**config.mk**
```make
export PLATFORM = sky130hd
export DESIGN_NAME = pc_alu_exec_unit
export DESIGN_NICKNAME = d
export VERILOG_FILES = /design/src/rtl/pc_alu_exec_unit.sv
export SDC_FILE = /design/constraint.sdc
export NUM_CORES = 1
export LEC_CHECK = 0
export CORE_MARGIN = 5
export CORE_UTILIZATION = 40
export CTS_BUF_LIST = sky130_fd_sc_hd__clkbuf_8 sky130_fd_sc_hd__clkbuf_16
export CTS_CLUSTER_DIAMETER = 30
export DETAILED_ROUTE_END_ITERATION = 10
export GPL_ROUTABILITY_DRIVEN = 1
export GPL_TIMING_DRIVEN = 0
export SETUP_SLACK_MARGIN = 0.4
export SLEW_MARGIN = 20
export SYNTH_ARGS = -nofsm -noshare
export SYNTH_HDL_FRONTEND = slang
export SYNTH_SLANG_ARGS = --single-unit
```
**constraint.sdc**
```tcl
create_clock -name clk -period 7.45 [get_ports clk]
set_input_delay 1.1175 -clock clk [delete_from_list [all_inputs] [get_ports clk]]
set_output_delay 1.1175 -clock clk [all_outputs]
set_load 0.02 [all_outputs]
```
**src/rtl/pc_alu_exec_unit.sv**
```systemverilog
// Execute stage of the single-cycle MIPS datapath: PC+4, the branch-target adder and the main ALU
// with flags, plus a registered status stage holding last cycle's result and a sticky overflow.
module pc_alu_exec_unit #(
  parameter int unsigned WIDTH = 32
) (
  input  logic             clk,
  input  logic             rst,
  input  logic [WIDTH-1:0] pc,
  input  logic [WIDTH-1:0] br_offset,
  input  logic [WIDTH-1:0] a,
  input  logic [WIDTH-1:0] b,
  input  logic [4:0]       shamt,
  input  logic [3:0]       alu_op,
  output logic [WIDTH-1:0] pc_plus4,
  output logic [WIDTH-1:0] branch_target,
  output logic [WIDTH-1:0] alu_result,
  output logic             zero,
  output logic             overflow,
  output logic             carry,
  output logic [WIDTH-1:0] result_q,
  output logic             zero_q,
  output logic             ovf_sticky
);

  localparam logic [3:0] OpAnd  = 4'b0000;
  localparam logic [3:0] OpOr   = 4'b0001;
  localparam logic [3:0] OpAdd  = 4'b0010;
  localparam logic [3:0] OpXor  = 4'b0011;
  localparam logic [3:0] OpNor  = 4'b0100;
  localparam logic [3:0] OpSll  = 4'b0101;
  localparam logic [3:0] OpSub  = 4'b0110;
  localparam logic [3:0] OpSlt  = 4'b0111;
  localparam logic [3:0] OpSltu = 4'b1000;
  localparam logic [3:0] OpSrl  = 4'b1001;
  localparam logic [3:0] OpSra  = 4'b1010;
  localparam logic [3:0] OpLui  = 4'b1011;

  localparam int unsigned Msb = WIDTH - 1;

  logic [WIDTH:0]   add_full;
  logic [WIDTH-1:0] diff;
  logic             add_ovf;
  logic             sub_ovf;
  logic             lt_signed;
  logic             lt_unsigned;

  logic [WIDTH-1:0] result_d;
  logic             zero_d;
  logic             ovf_sticky_q;
  logic             ovf_sticky_d;

  assign pc_plus4      = pc + WIDTH'(4);
  assign branch_target = pc_plus4 + {br_offset[WIDTH-3:0], 2'b00};

  assign add_full    = {1'b0, a} + {1'b0, b};
  assign diff        = a - b;
  assign add_ovf     = (a[Msb] == b[Msb]) && (add_full[Msb] != a[Msb]);
  assign sub_ovf     = (a[Msb] != b[Msb]) && (diff[Msb] != a[Msb]);
  // Direct signed compare rather than the sign of a-b, so it stays correct when a-b overflows.
  assign lt_signed   = $signed(a) < $signed(b);
  assign lt_unsigned = a < b;

  always_comb begin
    alu_result = '0;
    overflow   = 1'b0;
    carry      = 1'b0;
    case (alu_op)
      OpAnd:  alu_result = a & b;
      OpOr:   alu_result = a | b;
      OpAdd: begin
        alu_result = add_full[WIDTH-1:0];
        overflow   = add_ovf;
        carry      = add_full[WIDTH];
      end
      OpXor:  alu_result = a ^ b;
      OpNor:  alu_result = ~(a | b);
      OpSll:  alu_result = b << shamt;
      OpSub: begin
        alu_result = diff;
        overflow   = sub_ovf;
        carry      = ~lt_unsigned;
      end
      OpSlt:  alu_result = {{(WIDTH-1){1'b0}}, lt_signed};
      OpSltu: alu_result = {{(WIDTH-1){1'b0}}, lt_unsigned};
      OpSrl:  alu_result = b >> shamt;
      OpSra:  alu_result = $signed(b) >>> shamt;
      OpLui:  alu_result = {b[15:0], {(WIDTH-16){1'b0}}};
      default: alu_result = '0;
    endcase
  end

  assign zero = (alu_result == '0);

  assign result_d     = alu_result;
  assign zero_d       = zero;
  assign ovf_sticky_d = ovf_sticky_q | overflow;

  always_ff @(posedge clk) begin
    if (rst) begin
      result_q     <= '0;
      zero_q       <= 1'b0;
      ovf_sticky_q <= 1'b0;
    end else begin
      result_q     <= result_d;
      zero_q       <= zero_d;
      ovf_sticky_q <= ovf_sticky_d;
    end
  end

  assign ovf_sticky = ovf_sticky_q;

endmodule

```
==> flow_summary.yaml <==
outcome:
  status: "finished, final reports clean"
floorplan:
  die_width_um: 197
  pin_count: 272
  die_h_um: 197
  die_area_mm2: 0.0387
  start_util_pct: 40.5
  coreArea_mm2: 0.0345
  rows: 68
logic_synthesis:
  ys_top_cells_by_area: "ha_1, mux4_2, nor2_1, mux2i_1, dfxtp_1"
  ys_warn_count: 0
  synth_flop_cell: "dfxtp_1"
  synth_top_area_share_pct: 11.5
  syn_area_mm2: 0.0140
  ys_seq_area_share_pct: 4.88
  syn-num-nets: 2235
  synth_edf_count: 0
  synth_top_area_cell: "ha_1"
  ys_ff_latch: 34
  ys_types: 88
  synthArstFlopShare_pct: 0
  avgSynthCellArea_um2: 7.10
  synthCells: 1965
detailed_routing:
  firstDrtPassIters: 8
  ant_nets: 0
  viasPerCell: 7.11
  initialDrtViolationCount: 2815
  route.detailed.drc: 0
  vias: 19199
  post_drt_wl_per_cell_um: 33.0
  wirelength_um: 89000
grt:
  grt_pass1_vias: 18074
  met2_usage_pct: 67.2
  grt_max_degree: 12
  grt_use_met3_pct: 12.5
  use_met1_pct: 51.6
  grt_pass1_wl_um: 125000
  antenna_found_initial: 3
  grt_remaining_overflow: 0
  top_usage_layer: "met2"
  grt_util_all_layers_pct: 43.1
pwr:
  cellLeakagePower_uw: 0.00723
  p_total_uw: 2020
  cellPowerDensity_mw_per_mm2: 114
  vdd_drop_max_v: 0.000170
cts:
  cts_buffers: 5
  clock_path_buffers: 2
  cts_sinks: 34
  clkTransAtPathRegs_ns: 0.05
  clkLatencyLatePin_ns: 0.28
  h-tree-depth: 2
  cts_tree: "done"
  root_buffer: "clkbuf_16"
cells_and_area:
  fillCellCount: 3488
  utilization_pct: 51.3
  layout.cells.non_filler: 2699
  final_cell_mix: "clkdlybuf4s50_1, nor2_1, nand2_1, ha_1, a21oi_1"
  layout.nets: 2511
  mostFrequentLayoutCell: "clkdlybuf4s50_1"
  syn_to_final_growth_pct: 26.7
  drive_gt1_share_pct: 11.0
worst_setup_path:
  worstSetupEndpointType: "output port"
  crit_required_ns: 6.33
  cpMostUsedCell: "buf_2"
  cpMaxStageDelayCell: "a222oi_1"
  critPathMaxStageDelay_ns: 0.83
  path_max_fanout: 10
  arrival_ns: 6.05
  cp_cell_sequence: "buf_6 -> buf_2 -> buf_2 -> clkbuf_4 -> buf_2 -> nor2_1 -> a222oi_1 -> o221ai_2 -> a2111oi_1 -> nand4b_1 -> nor4_2 -> nand4_1 -> nor4b_2 -> clkbuf_2"
  critPathLaunchType: "primary input"
  crit_type: "in -> out"
timing:
  hold_slack_ns: 0.469
  rsz0062_at_grt: "no"
  finalCritPeriodShare_pct: 96.1
  period_needed_ns: 7.16
  skew_ns: 0
  setup_viol: 0
  finalMaxSlewViolations: 0
  timing.setup.tns_ns: 0
  relSlewSlack_pct: 19.4
  hold_viol: 0
  fmax_mhz: 140
  tightest_slew_ns: 1.20
worst_hold_path:
  hp-class: "reg -> reg"
job:
  timing.max_cap.violations: 0
placed_design:
  hpwl_um: 71900
  place_congestion: 1.16
  port_buffers: 262
  dp.cells: 2683
## area by class of cell
type / instances / area (um2) / area share [%]
Clock inverter: 2 / 8.76 / 0.0496
Inverter: 122 / 458 / 2.59
Timing Repair Buffer: 269 / 2680 / 15.2
Sequential cell: 34 / 681 / 3.85
Clock buffer: 6 / 139 / 0.786
Buffer: 158 / 749 / 4.24
Antenna cell: 2 / 5.00 / 0.0283
Tap cell: 455 / 569 / 3.22
Multi-Input combinational cell: 1651 / 12400 / 70.1
## registers in the layout (all words and copies together), names as in the netlist
register    flops
ovf_sticky      1
result_q       32
zero_q          1
## cell families (layout without fill, tap and decap cells)
kind of cell / after synthesis / count (layout) / synth area share, %
xor gates and xnor gates: 78 / 78 / 4.90
muxes: 147 / 147 / 15.3
DFF: 34 / 34 / 4.88
AOI/OAI and AO/OA: 612 / 612 / 30.6
buffers and inverters: 280 / 557 / 8.18
adders and majority gates: 131 / 131 / 11.9
other: 0 / 2 / 0
and+or+nand+nor: 683 / 683 / 24.2
## power by group
| group | internal, uW | switching (uW) | leakage [uW] |
|---|---|---|---|
| logic | 609 | 1010 | 0.00687 |
| registers | 199 | 3.83 | 0.000280 |
| clock network | 131 | 71.8 | 0.0000781 |
| total | 939 | 1080 | 0.00723 |
## Yosys cell counts, drive strengths merged, types with 29 or more instances
cell type and n:
xnor2 54, nor2 206, ha 128, a21oi 127, nor3 55, mux4 51
nand2 136, mux2i 75, nor2b 49, buf 62, inv 119, clkbuf 96
dfxtp 34, nand3 67, a21o 41, o21ai 99, a211oi 34, o211ai 29
## critical path, delay by kind of cell
family          cells  cell delay (ns)
buf+inv             6             1.94
compound gates      3             1.73
simple gates        5             1.24
## layer usage
metal  routed length [um]  vias up
li1                     -     7922
met1                31300     9024
met2                37800     1760
met3                11700      491
met4                 8110        2
met5                   19        -
## path summary, 6_finish.rpt
kind | end | cells past startpoint | slack (ns) | startpoint
setup reg to reg | ovf_sticky$_SDFF_PP0_ | 2 | 6.88 | ovf_sticky$_SDFF_PP0_
setup / recovery | zero | 14 | 0.29 | shamt[2]
hold / removal | ovf_sticky$_SDFF_PP0_ | 2 | 0.47 | ovf_sticky$_SDFF_PP0_
hold reg to reg | ovf_sticky$_SDFF_PP0_ | 2 | 0.47 | ovf_sticky$_SDFF_PP0_
## timing repair
item                                    in CTS  in global routing
pin swaps                                    2                  3
hold buffers                                 0                  0
gates resized for setup                     51                 69
buffers inserted                             2                  4
cloned                                       0                  0
endpoints found under the setup margin      24                 16
## metrics by stage
stage | instance area (um2) | setup slack (ns)
6_report | 17700 | 0.287
3_5_place_dp | 17200 | -0.922
4_1_cts | 17500 | 0.301
5_1_grt | 17700 | 0.404
2_1_floorplan | 14000 | 1.44
3_3_place_gp | 17100 | -0.884
(Power assumes the default switching activity.)
==> RTL change 1 (config.mk and constraints unchanged) <==
Set the parameter `WIDTH` to 16 (it was 32).
--- a/src/rtl/pc_alu_exec_unit.sv
+++ b/src/rtl/pc_alu_exec_unit.sv
@@ -1,7 +1,7 @@
 // Execute stage of the single-cycle MIPS datapath: PC+4, the branch-target adder and the main ALU
 // with flags, plus a registered status stage holding last cycle's result and a sticky overflow.
 module pc_alu_exec_unit #(
-  parameter int unsigned WIDTH = 32
+  parameter int unsigned WIDTH = 16
 ) (
   input  logic             clk,
   input  logic             rst,
Ports: changed (8 resized); port bits go from 272 to 144. The function was not compared with the original's and may differ.
==> RTL change 1 against the unedited design <==
  * Via count is 61% lower
  * Die area is 53% lower
  * Sequential cell count fell by 16
  * Design area fell by 55%
  * Total power fell by 57%
  * Setup slack gained 0.28 ns
  * Non-clock buffer count is 215 lower
  * Area after synthesis decreased by 55%
  * Largest cell class unchanged
  * Routed wire length shrank 69%
  * Critical path type unchanged
==> RTL change 1: results (changes against the unedited design) <==
- Status: finished clean (unchanged)
- Vias/cell: 6.35 (was 7.11)
- Buffers on Ports: 136 (was 262)
- Mapped Nets: 977 (was 2235)
- FF/Latch Area: 360 um2 (was 681 um2)
- Max FFs per register: 16 (was 32)
- Initial antenna violation count: 0 (was 3)
- Vias in the first global route: 6946 (was 18100)
- Syn_area_per_cell: 7.53 um2 (was 7.10 um2)
- Post-synthesis mux area share: 16.0% (was 15.3%)
- Xor/xnor share of the synthesized area: 3.89% (was 4.90%)
- Placed cell areas: 7950 um2 (was 17200 um2)
- Tot GR Track Use: 29.1% (was 43.1%)
- DP Cell Count: 1185 (was 2683)
- Antenna Cells: 0 (was 2)
- Skew-Pair Late Insertion Delay: 0.25 ns (was 0.28 ns)
- Synth cell types: 95 (was 88)
- First-pass GRT wire length: 41500 um (was 125000 um)
- Most frequent cells after synthesis: 72 x nor2_1, 62 x ha_1, 54 x inv_1, 49 x a21oi_1, 45 x nand2_1 (was 206 x nor2_1, 136 x nand2_1, 128 x ha_1, 127 x a21oi_1, 117 x inv_1)
- Final #Nets: 1119 (was 2511)
- Synth top area cells: ha_1 12%, mux4_2 8.6%, dfxtp_1 5.7% (was ha_1 11%, mux4_2 8.2%, nor2_1 5.5%)
- FILL cells: 1541 (was 3488)
- Htree depth: 1 (was 2)
- VDD IR-drop max: 0.0000966 V (was 0.000170 V)
- Max-slew headroom: 24.4% (was 19.4%)
- DRT iter0 DRCs: 734 (was 2815)
- Post-Place Setup Slack: 0.709 ns (was -0.922 ns)
- Slowest CP cell: a2111oi_2 (was a222oi_1)
- Switching power: 417 uW (was 1.08 mW)
RTL change 1: changes by cell type in the layout (fill, tap and decap cells not counted), sizes merged, moves of 26 or more:
| cell | delta |
|---|---|
| a21o | -31 |
| a21oi | -77 |
| buf | -26 |
| clkbuf | -66 |
| clkdlybuf4s50 | -117 |
| ha | -66 |
| inv | -64 |
| mux2i | -46 |
| nand2 | -89 |
| nand3 | -43 |
| nor2 | -134 |
| nor2b | -27 |
| o21ai | -49 |
| xnor2 | -37 |
RTL change 1: how the worst max path moves through the flow:
stage,startpoint,to,slack (ns),depth (start not counted)
global placement,b[2],zero,0.70,15
detailed placement,b[2],zero,0.71,15
CTS,b[2],zero,0.70,15
global route,b[0],zero,0.43,13
finish,b[2],zero,0.57,15
floorplan,b[2],zero,2.08,13
RTL change 1: power groups by stage:
stage	clock network (mW)	logic (mW)	registers, mW
after floorplan	0	0.372	0.120
after global placement	0	0.641	0.109
after detailed placement	0	0.637	0.109
after CTS	0.123	0.641	0.107
after global routing	0.127	0.694	0.108
final	0.120	0.654	0.107
RTL change 1: repair_timing:
action	CTS	global route
endpoints found under the setup margin	0	1
buffers inserted	0	0
gates resized for setup	0	2
RTL change 1: area by class of cell:
class	instances	share of cell area [%]
Timing Repair Buffer	137	17.0
Tap cell	211	3.28
Inverter	56	2.62
Sequential cell	18	4.48
Multi-Input combinational cell	688	66.7
Buffer	75	4.81
Clock buffer	4	1.11
RTL change 1: per-layer routing:
layer	global-route usage, %	routed length, um	vias to the layer above
met1	39.6	11600	3520
met4	11.3	1120	0
met3	7.17	3270	72
met5	0	0	-
met2	44.1	11800	526
li1	-	-	3429
RTL change 1: worst reg2reg max path, stage by stage (launching register included):
cell and delay (ns):
dfxtp_1 0.30, nor2_1 0.10, nor2_1 0.04
==> RTL change 2 (config.mk and constraints unchanged) <==
Made on the original files. Register the output `carry`, with the module's reset; this adds one clock of latency there. The other outputs are not delayed to match.
--- a/src/rtl/pc_alu_exec_unit.sv
+++ b/src/rtl/pc_alu_exec_unit.sv
@@ -37,6 +37,8 @@
 
   localparam int unsigned Msb = WIDTH - 1;
 
+  logic carry_d;
+
   logic [WIDTH:0]   add_full;
   logic [WIDTH-1:0] diff;
   logic             add_ovf;
@@ -63,14 +65,14 @@
   always_comb begin
     alu_result = '0;
     overflow   = 1'b0;
-    carry      = 1'b0;
+    carry_d    = 1'b0;
     case (alu_op)
       OpAnd:  alu_result = a & b;
       OpOr:   alu_result = a | b;
       OpAdd: begin
         alu_result = add_full[WIDTH-1:0];
         overflow   = add_ovf;
-        carry      = add_full[WIDTH];
+        carry_d    = add_full[WIDTH];
       end
       OpXor:  alu_result = a ^ b;
       OpNor:  alu_result = ~(a | b);
@@ -78,7 +80,7 @@
       OpSub: begin
         alu_result = diff;
         overflow   = sub_ovf;
-        carry      = ~lt_unsigned;
+        carry_d    = ~lt_unsigned;
       end
       OpSlt:  alu_result = {{(WIDTH-1){1'b0}}, lt_signed};
       OpSltu: alu_result = {{(WIDTH-1){1'b0}}, lt_unsigned};
@@ -109,5 +111,13 @@
 
   assign ovf_sticky = ovf_sticky_q;
 
+  always_ff @(posedge clk) begin
+    if (rst) begin
+      carry <= '0;
+    end else begin
+      carry <= carry_d;
+    end
+  end
+
 endmodule
 
Formal check against the unedited RTL: not equivalent (Yosys sat finds a counterexample within 4 cycles, from zero or initial values and one cycle with rst high).
==> RTL change 2 against the unedited design <==
  * Setup slack gained 0.12 ns
  * Worst hold slack gained 0.023 ns
  * Register-to-register slack lost 0.02 ns
  * Area after synthesis shrank 0.70%
  * First-iteration DRC count grew 1.5%
  * Routed wire length grew 0.15%
  * Sequential cell count grew 1
  * Via count is essentially flat
  * Combinational power grew 4%
  * Total power grew 5.3%
  * Largest power group unchanged
  * Largest cell class unchanged
  * Sequential share of layout area shrank 0.11 points
  * Design area grew 6.1%
==> RTL change 2: results (changes against the unedited design) <==
- Status: finished clean (unchanged)
- Buffers on Ports: 263 (was 262)
- Xor/xnor share of the synthesized area: 4.68% (was 4.90%)
- Vias in the first global route: 18100 (about the same)
- Vias/cell: 6.94 (was 7.11)
- Max-slew headroom: 17.3% (was 19.4%)
- Reg2Reg Setup Slack: 6.86 ns (was 6.88 ns)
- Biggest register: result_q (unchanged)
- Complex-gate fraction of the synthesized area: 31.3% (was 30.6%)
- R2R depth: 2 (unchanged)
- Pin count of the biggest net entering global routing: 12 (unchanged)
- Ys Warns: 0 (unchanged)
- Sequential element share of the synthesized area: 5.06% (was 4.88%)
- Synth cell types: 96 (was 88)
- P_leak: 7.70 nW (was 7.23 nW)
- First-pass GRT wire length: 125000 um (about the same)
- Post-synthesis cell count: 1991 (was 1965)
- Most frequent cells after synthesis: 214 x nor2_1, 165 x nand2_1, 151 x a21oi_1, 128 x ha_1, 122 x inv_1 (was 206 x nor2_1, 136 x nand2_1, 128 x ha_1, 127 x a21oi_1, 117 x inv_1)
- Slowest CP cell: nor4_1 (was a222oi_1)
- Mapped Nets: 2261 (was 2235)
- DRT iter0 DRCs: 2856 (was 2815)
- Sw Share: 53.3% (was 53.6%)
- Final #Nets: 2578 (was 2511)
- CTS max path bufs: 2 (unchanged)
- Tot GR Track Use: 43.4% (was 43.1%)
- Final wirelength: 89100 um (was 89000 um)
- Skew-Pair Late Insertion Delay: 0.31 ns (was 0.28 ns)
- DP HPWL: 70200 um (was 71900 um)
- CP arrival: 5.92 ns (was 6.05 ns)
- DP Cell Count: 2712 (was 2683)
- Initial antenna violation count: 6 (was 3)
- Clock Pin Slew Worst Setup and Hold Paths: 0.08 ns (was 0.05 ns)
- Post-synthesis mux area share: 14.0% (was 15.3%)
- Synth top area cells: ha_1 12%, nor2_1 5.8%, mux4_2 5.7% (was ha_1 11%, mux4_2 8.2%, nor2_1 5.5%)
- VDD IR-drop max: 0.000122 V (was 0.000170 V)
- FILL cells: 3350 (was 3488)
- First drt pass iteration count: 8 (unchanged)
- Synth Area in Adders: 12.0% (was 11.9%)
- Vias: 19200 (about the same)
- Post-synth top flop: dfxtp_1 (unchanged)
- Hold path cells: 2 (unchanged)
- Max stage delay on crit path: 0.68 ns (was 0.83 ns)
- Hold_ws: 0.492 ns (was 0.469 ns)
- Hold WC Path Type: reg -> reg (unchanged)
- Share of layout cells above drive strength 1: 17.9% (was 11.0%)
- GPL Wtd Cong: 1.11 (was 1.16)
- Hold_sp: ovf_sticky$_SDFF_PP0_ (unchanged)
==> RTL change 2: stage by stage <==
step	utilization (%)	setup TNS, ns	cell area (um2)	setup WS, ns
6_report	54.5	0	18700	0.409
5_1_grt	54.5	0	18700	0.377
4_1_cts	52.8	0	18100	0.354
3_5_place_dp	49.9	-7.69	17100	-1.76
3_3_place_gp	49.6	-7.44	17100	-1.74
2_1_floorplan	-	0	13900	1.04
==> RTL change 2: kinds of logic (layout without fill, tap and decap cells) <==
logic type | count (synthesis) | after routing
other | 0 | 2
buffers and inverters | 280 | 597
adder cells (fa/ha/maj) | 131 | 131
multiplexers | 143 | 143
XOR/XNOR | 74 | 74
flip-flops | 35 | 35
AO/OA/AOI/OAI | 632 | 632
AND/OR/NAND/NOR | 696 | 696
==> RTL change 2: power groups by stage <==
stage	Clock (mW)	Sequential, mW	Combinational, mW
floorplan	0	0.234	0.833
global placement	0	0.212	1.48
detailed placement	0	0.212	1.49
CTS	0.226	0.208	1.57
global route	0.231	0.209	1.75
finish	0.229	0.208	1.69
==> RTL change 2: layout make-up <==
cell class | instances | area (um2) | share of cell area, %
multi-input cells | 1676 | 12800 | 68.4
plain buffers | 155 | 1020 | 5.43
clock inverters | 1 | 5.00 | 0.0267
clock buffers | 6 | 139 | 0.741
inverters | 125 | 485 | 2.59
well taps | 455 | 569 | 3.04
repair buffers | 310 | 3000 | 16.0
diodes | 2 | 5.00 | 0.0267
flip-flops and latches | 35 | 701 | 3.74
==> RTL change 2: worst reg2reg max path: stages, from the launching register on <==
cell,delay (ns)
dfxtp_1,0.32
nor2_1,0.10
nor2_1,0.04
==> RTL change 2: worst max path at each step <==
stage	from	end	slack [ns]	depth (start not counted)
after floorplan	b[3]	zero	1.04	15
after global placement	b[11]	zero	-1.74	17
after detailed placement	b[11]	zero	-1.76	17
after CTS	b[20]	zero	0.35	18
after global routing	b[11]	zero	0.38	17
final	shamt[3]	zero	0.41	13
==> RTL change 2: repair_timing <==
action                                  4_1_cts  5_1_grt
resized for setup                           213      175
endpoints found under the setup margin       23       10
pin swaps                                    20       22
cloned                                        0        0
setup buffers                                26       18
==> RTL change 2: layer usage <==
metal  global-route usage, %  wire, um  vias up  share of wire, %
met3                    13.1     11700      448                13
met2                    66.2     37600     1645                42
met4                    27.2      7580       10               8.5
met1                    53.4     32100     9021                36
met5                       0       148        -              0.17
li1                        -         -     8066                 -
